File: src/rtl/uart_pkg.sv
// Shared UART definitions: receiver state encoding and oversampling constants.
// The transmitter can import the same package to stay in lock-step.
package uart_pkg;

    typedef enum logic [1:0] {
        IDLE    = 2'd0,
        START   = 2'd1,
        RECEIVE = 2'd2,
        STOP    = 2'd3
    } rx_state_t;

    localparam int         OVERSAMPLE  = 16;
    localparam logic [3:0] MID_SAMPLE  = 4'd7;
    localparam logic [3:0] LAST_SAMPLE = 4'd15;

endpackage

File: src/rtl/rx_synchronizer.sv
// Two-flop synchroniser for the asynchronous rx line plus a falling-edge detect.
// Every flop resets to 1 so a line idling high never looks like a start edge.
module rx_synchronizer (
    input  logic clk,
    input  logic reset,
    input  logic rx,
    output logic rx_s,
    output logic rx_fall
);

    logic rx_meta;
    logic prev_rx_s;

    // NOTE: sequential state uses non-blocking assignments so every flop samples pre-edge values.
    always_ff @(posedge clk) begin
        if (reset) begin
            rx_meta   <= 1'b1;
            rx_s      <= 1'b1;
            prev_rx_s <= 1'b1;
        end else begin
            rx_meta   <= rx;
            rx_s      <= rx_meta;
            prev_rx_s <= rx_s;
        end
    end

    assign rx_fall = prev_rx_s & ~rx_s;

endmodule

File: src/rtl/receiver.sv
// UART receive stage: 16x oversampled, LSB-first, one start and one stop bit.
// Delivers words over valid/ready and pulses frame-error and overrun flags.
module receiver
    import uart_pkg::*;
#(
    parameter int DATA_LENGTH = 8
) (
    input  logic                   clk,
    input  logic                   reset,
    input  logic                   baud_timer,
    input  logic                   rx,
    input  logic                   rx_ready,
    output logic [DATA_LENGTH-1:0] rx_data,
    output logic                   rx_valid,
    output logic                   rx_frame_error,
    output logic                   rx_overrun
);

    localparam int IDX_W  = (DATA_LENGTH > 1) ? $clog2(DATA_LENGTH) : 1;
    localparam int BAUD_W = $clog2(OVERSAMPLE);
    localparam logic [IDX_W-1:0] LAST_INDEX = IDX_W'(DATA_LENGTH - 1);

    logic rx_s;
    logic rx_fall;

    rx_state_t              state, next_state;
    logic [BAUD_W-1:0]      baud_count, next_baud_count;
    logic [IDX_W-1:0]       bit_index, next_bit_index;
    logic [DATA_LENGTH-1:0] shift, next_shift;
    logic                   stop_good;
    logic                   stop_bad;

    rx_synchronizer u_sync (
        .clk     (clk),
        .reset   (reset),
        .rx      (rx),
        .rx_s    (rx_s),
        .rx_fall (rx_fall)
    );

    always_ff @(posedge clk) begin
        if (reset) begin
            state      <= IDLE;
            baud_count <= '0;
            bit_index  <= '0;
            shift      <= '0;
        end else begin
            state      <= next_state;
            baud_count <= next_baud_count;
            bit_index  <= next_bit_index;
            shift      <= next_shift;
        end
    end

    always_comb begin
        // NOTE: every output of this block gets a default first, so no path can infer a latch.
        next_state      = state;
        next_baud_count = baud_count;
        next_bit_index  = bit_index;
        next_shift      = shift;
        stop_good       = 1'b0;
        stop_bad        = 1'b0;

        case (state)
            IDLE: begin
                if (rx_fall) begin
                    next_baud_count = '0;
                    next_state      = START;
                end
            end

            START: begin
                if (baud_timer) begin
                    if (baud_count == MID_SAMPLE) begin
                        // A start bit that is high again at mid-bit was only a glitch.
                        if (!rx_s) begin
                            next_baud_count = '0;
                            next_bit_index  = '0;
                            next_state      = RECEIVE;
                        end else begin
                            next_state = IDLE;
                        end
                    end else begin
                        next_baud_count = baud_count + 1'b1;
                    end
                end
            end

            RECEIVE: begin
                if (baud_timer) begin
                    if (baud_count == LAST_SAMPLE) begin
                        next_shift      = {rx_s, shift[DATA_LENGTH-1:1]};
                        next_baud_count = '0;
                        if (bit_index == LAST_INDEX) begin
                            next_state = STOP;
                        end else begin
                            next_bit_index = bit_index + 1'b1;
                        end
                    end else begin
                        next_baud_count = baud_count + 1'b1;
                    end
                end
            end

            STOP: begin
                if (baud_timer) begin
                    if (baud_count == LAST_SAMPLE) begin
                        stop_good  = rx_s;
                        stop_bad   = ~rx_s;
                        next_state = IDLE;
                    end else begin
                        next_baud_count = baud_count + 1'b1;
                    end
                end
            end

            default: next_state = IDLE;
        endcase
    end

    // A completed word replaces the held one only if the slot is free or being accepted now.
    always_ff @(posedge clk) begin
        if (reset) begin
            rx_data        <= '0;
            rx_valid       <= 1'b0;
            rx_frame_error <= 1'b0;
            rx_overrun     <= 1'b0;
        end else begin
            rx_frame_error <= stop_bad;
            rx_overrun     <= 1'b0;
            if (stop_good) begin
                if (!rx_valid || rx_ready) begin
                    rx_data  <= shift;
                    rx_valid <= 1'b1;
                end else begin
                    rx_overrun <= 1'b1;
                end
            end else if (rx_valid && rx_ready) begin
                rx_valid <= 1'b0;
            end
        end
    end

endmodule

File: config.mk
export PLATFORM = sky130hd
export DESIGN_NAME = receiver
export DESIGN_NICKNAME = d
export VERILOG_FILES = /design/src/rtl/uart_pkg.sv /design/src/rtl/rx_synchronizer.sv /design/src/rtl/receiver.sv
export SDC_FILE = /design/constraint.sdc
export NUM_CORES = 1
export LEC_CHECK = 0
export ABC_AREA = 1
export CORE_ASPECT_RATIO = 0.6
export CORE_MARGIN = 2
export CORE_UTILIZATION = 55
export CTS_CLUSTER_DIAMETER = 40
export CTS_CLUSTER_SIZE = 24
export DETAILED_ROUTE_END_ITERATION = 8
export PLACE_DENSITY = 0.79
export SYNTH_ARGS = -nofsm -noshare
export SYNTH_HDL_FRONTEND = slang
export SYNTH_SLANG_ARGS = --single-unit
File: constraint.sdc
create_clock -name clk -period 2.95 [get_ports clk]
set_clock_uncertainty 0.15 [all_clocks]
set_input_delay 0.59 -clock clk [delete_from_list [all_inputs] [get_ports clk]]
set_output_delay 0.59 -clock clk [all_outputs]
set_load 0.02 [all_outputs]
==> metrics.md <==
| Metric | Value |
|---|---|
| Status | completed |
| Die area | 2910 µm² |
| Vias in the first global route | between 1k and 1.5k |
| FF+latch count, synth | 31 |
| Slew Limit Fails | 0 |
| Number of remaining DRC errors | 0 |
| Rel. slew slack | between 70% and 80% |
| Layout Cell Area excl Fill | 1620 µm² |
| Clock slew seen by the registers of the worst setup and hold paths | roughly 70 ps |
| Die Ht | 42.6 µm |
| Net switching power | roughly 220 µW |
| Util after Layout | 71.7% |
| Diode count | 0 |
| Setup fix buffers added after clock tree synthesis | 0 |
| Post-Syn Area | 1370 µm² |
| Syn. warnings | 0 |
| Unrepaired setup endpoints after global routing | false |
| Comb pwr share | between 10% and 20% |
| IO buf count | 15 |
| Critical-path top delay cell | clkdlybuf4s50_1 |
| Setup Crit Path Kind | reg -> out |
| CTS Buffer Depth | 2 |
| H-Tree Depth | 2 |
| Switching share of power | a little over a quarter |
| Number of core rows | 13 |
| Fmax | around 500 MHz |
| Total Nets Final | 209 |
| Crit start category | flop |
| CTS sink count | 31 |
| Most frequent cells in the layout | nand2_1 (42), dfxtp_1 (31), nor2_1 (28), nand3_1 (16), clkdlybuf4s50_1 (15) |
| DR pass1 iterations | 4 |
| Die W | slightly below 70 µm |
| Syn Nets | 191 |
| CTS tree | yes |
| Largest net degree at the start of global routing | 18 |
| Final setup fails | 0 |
| Tcrit/Tclk final | between 60% and 70% |
| First-pass GRT wire length | 4740 µm |
| Syn Area/Cell | between 7 and 8 µm² |
| Post-synthesis sequential area ratio | between 40% and 50% |
| Starting Density | between 60 and 70% |
| GP Congestion | around 0.9 |
| Vias per Instance | about 5.3 |
| Initial DRC Count | 61 |
| WL per Instance | ~12 µm |
| Placed cell area | 1540 µm² |
| WL final | 2860 µm |
| Post-Synthesis Cells | 183 |
| Worst path required time | 2210 ps |
| Reg power frac | a little over half |
| Internal power | roughly 620 µW |
| Top Family by Delay on Critical Path | buffers and inverters |
| Clk_lat worst skew | 290 ps |
| Num ports | 16 |
| Worst Tran Pin Value | roughly 410 ps |
| Total CTS buffers | 5 |
| Root buffer cell | clkbuf_8 |
| Max VDD drop | approximately 0.00037 V |
| Core area | about 2300 µm² |
| Final hold violation count | 0 |
| Synthesis-to-layout area growth | 18.7% |
| Max-cap viol count | 0 |
| Max stage delay on crit path | around 600 ps |
| CP max FO | 2 |
| CP arrival | 1230 ps |
| Antenna violations before repair | 0 |
| Routed Antenna Nets | 0 |
| Worst path cell trace | clkdlybuf4s50_1 |
| Commonest non-fill, non-tap cell in the layout | nand2_1 |
| Grt ovf | 0 |
| Hpwl dp | slightly above 2000 µm |
| GR Util All Layers | between 20% and 30% |
| Buf+Inv Stages, Crit Path | 1 |
| Library cells used by synthesis | 26 |
| Minimum clock period | 1970 ps |
| Worst Hold Class | reg -> reg |
| Pleak | 0.000685 µW |
| Share of post-route cells with drive strength above 1 | 10.9% |
| Setup_tns | 0 ps |
| PwrDens | about 520 nW/µm² |
| Hold_buf cts | 0 |
| CP endpoint kind | output pin |
| Vias post-DR | ~1.2k |
| Clk pwr share | a little under two fifths |
| # resized after CTS | 0 |
==> state kept, by name, summed over array words and instances (netlist names), named ones only <==
signal	cells
rx_data	8
shift	8
baud_count	4
bit_index	3
rx_frame_error	1
rx_overrun	1
rx_valid	1
state	1
u_sync.prev_rx_s	1
u_sync.rx_meta	1
u_sync.rx_s	1
==> stage by stage <==
| stage | setup slack [ps] | hold WS (ps) | instances | power [µW] |
|---|---|---|---|---|
| 2_1_floorplan | 1390 | 239 | 183 | 508 |
| 3_3_place_gp | 841 | 253 | 224 | 525 |
| 3_5_place_dp | 754 | 268 | 224 | 531 |
| 4_1_cts | 964 | 285 | 232 | 843 |
| 5_1_grt | 932 | 310 | 232 | 878 |
| 6_report | 985 | 282 | 232 | 838 |
==> final cells by class <==
type,instances,area (µm²)
Multi-Input combinational cell,132,668
Inverter,15,56.3
Fill cell,171,639
Timing Repair Buffer,16,158
Sequential cell,31,621
Clock inverter,1,5.00
Clock buffer,7,76.3
Tap cell,30,37.5
==> synth_stat cells, drive strengths merged <==
cell type  count  share of area (%)
ha             3                2.7
nor3           3                1.9
nand2         44                 13
a211oi         1               0.55
dfxtp         31                 45
xnor2          1               0.64
nand4          4                1.8
nand3         17                7.1
nor2          32                 11
nor3b          1               0.55
clkbuf         2               0.55
nor4           1               0.46
or2            2               0.92
inv           15                4.1
o21ai         10                3.7
a21oi         13                4.8
buf            3                1.0
==> layer usage <==
| layer | vias up | GRT usage [%] | routed length, µm |
|---|---|---|---|
| li1 | 639 | - | - |
| met1 | 542 | 31.2 | 1350 |
| met2 | 44 | 30.5 | 1230 |
| met3 | 9 | 10.5 | 210 |
| met4 | 0 | 9.20 | 71 |
| met5 | - | 0 | 0 |
==> logic make-up (layout without fill, tap and decap cells) <==
| logic type | Yosys count | count (layout) | share of synthesized area (%) |
|---|---|---|---|
| and+or+nand+nor | 104 | 104 | 36.5 |
| buffers and inverters | 20 | 39 | 5.68 |
| xor gates and xnor gates | 1 | 1 | 0.641 |
| DFF | 31 | 31 | 45.4 |
| adders and majority gates | 3 | 3 | 2.75 |
| AOI/OAI and AO/OA | 24 | 24 | 8.97 |
==> path summary, 6_finish.rpt <==
path | cells past startpoint | start | end | slack [ps]
hold / removal | 1 | u_sync.rx_meta | u_sync.rx_s | 280
hold reg to reg | 1 | u_sync.rx_meta | u_sync.rx_s | 280
setup / recovery | 1 | rx_data[4] | rx_data[4] | 980
setup reg to reg | 6 | baud_count[0] | shift[4] | 1170
==> power by group through the flow <==
stage	Clock [µW]	Combinational [µW]	Sequential (µW)
floorplan	0	62.3	445
global placement	0	77.6	448
detailed placement	0	82.8	448
CTS	321	83.4	439
global route	341	97.4	440
finish	316	83.7	439
Power figures use the tool's default switching activity.
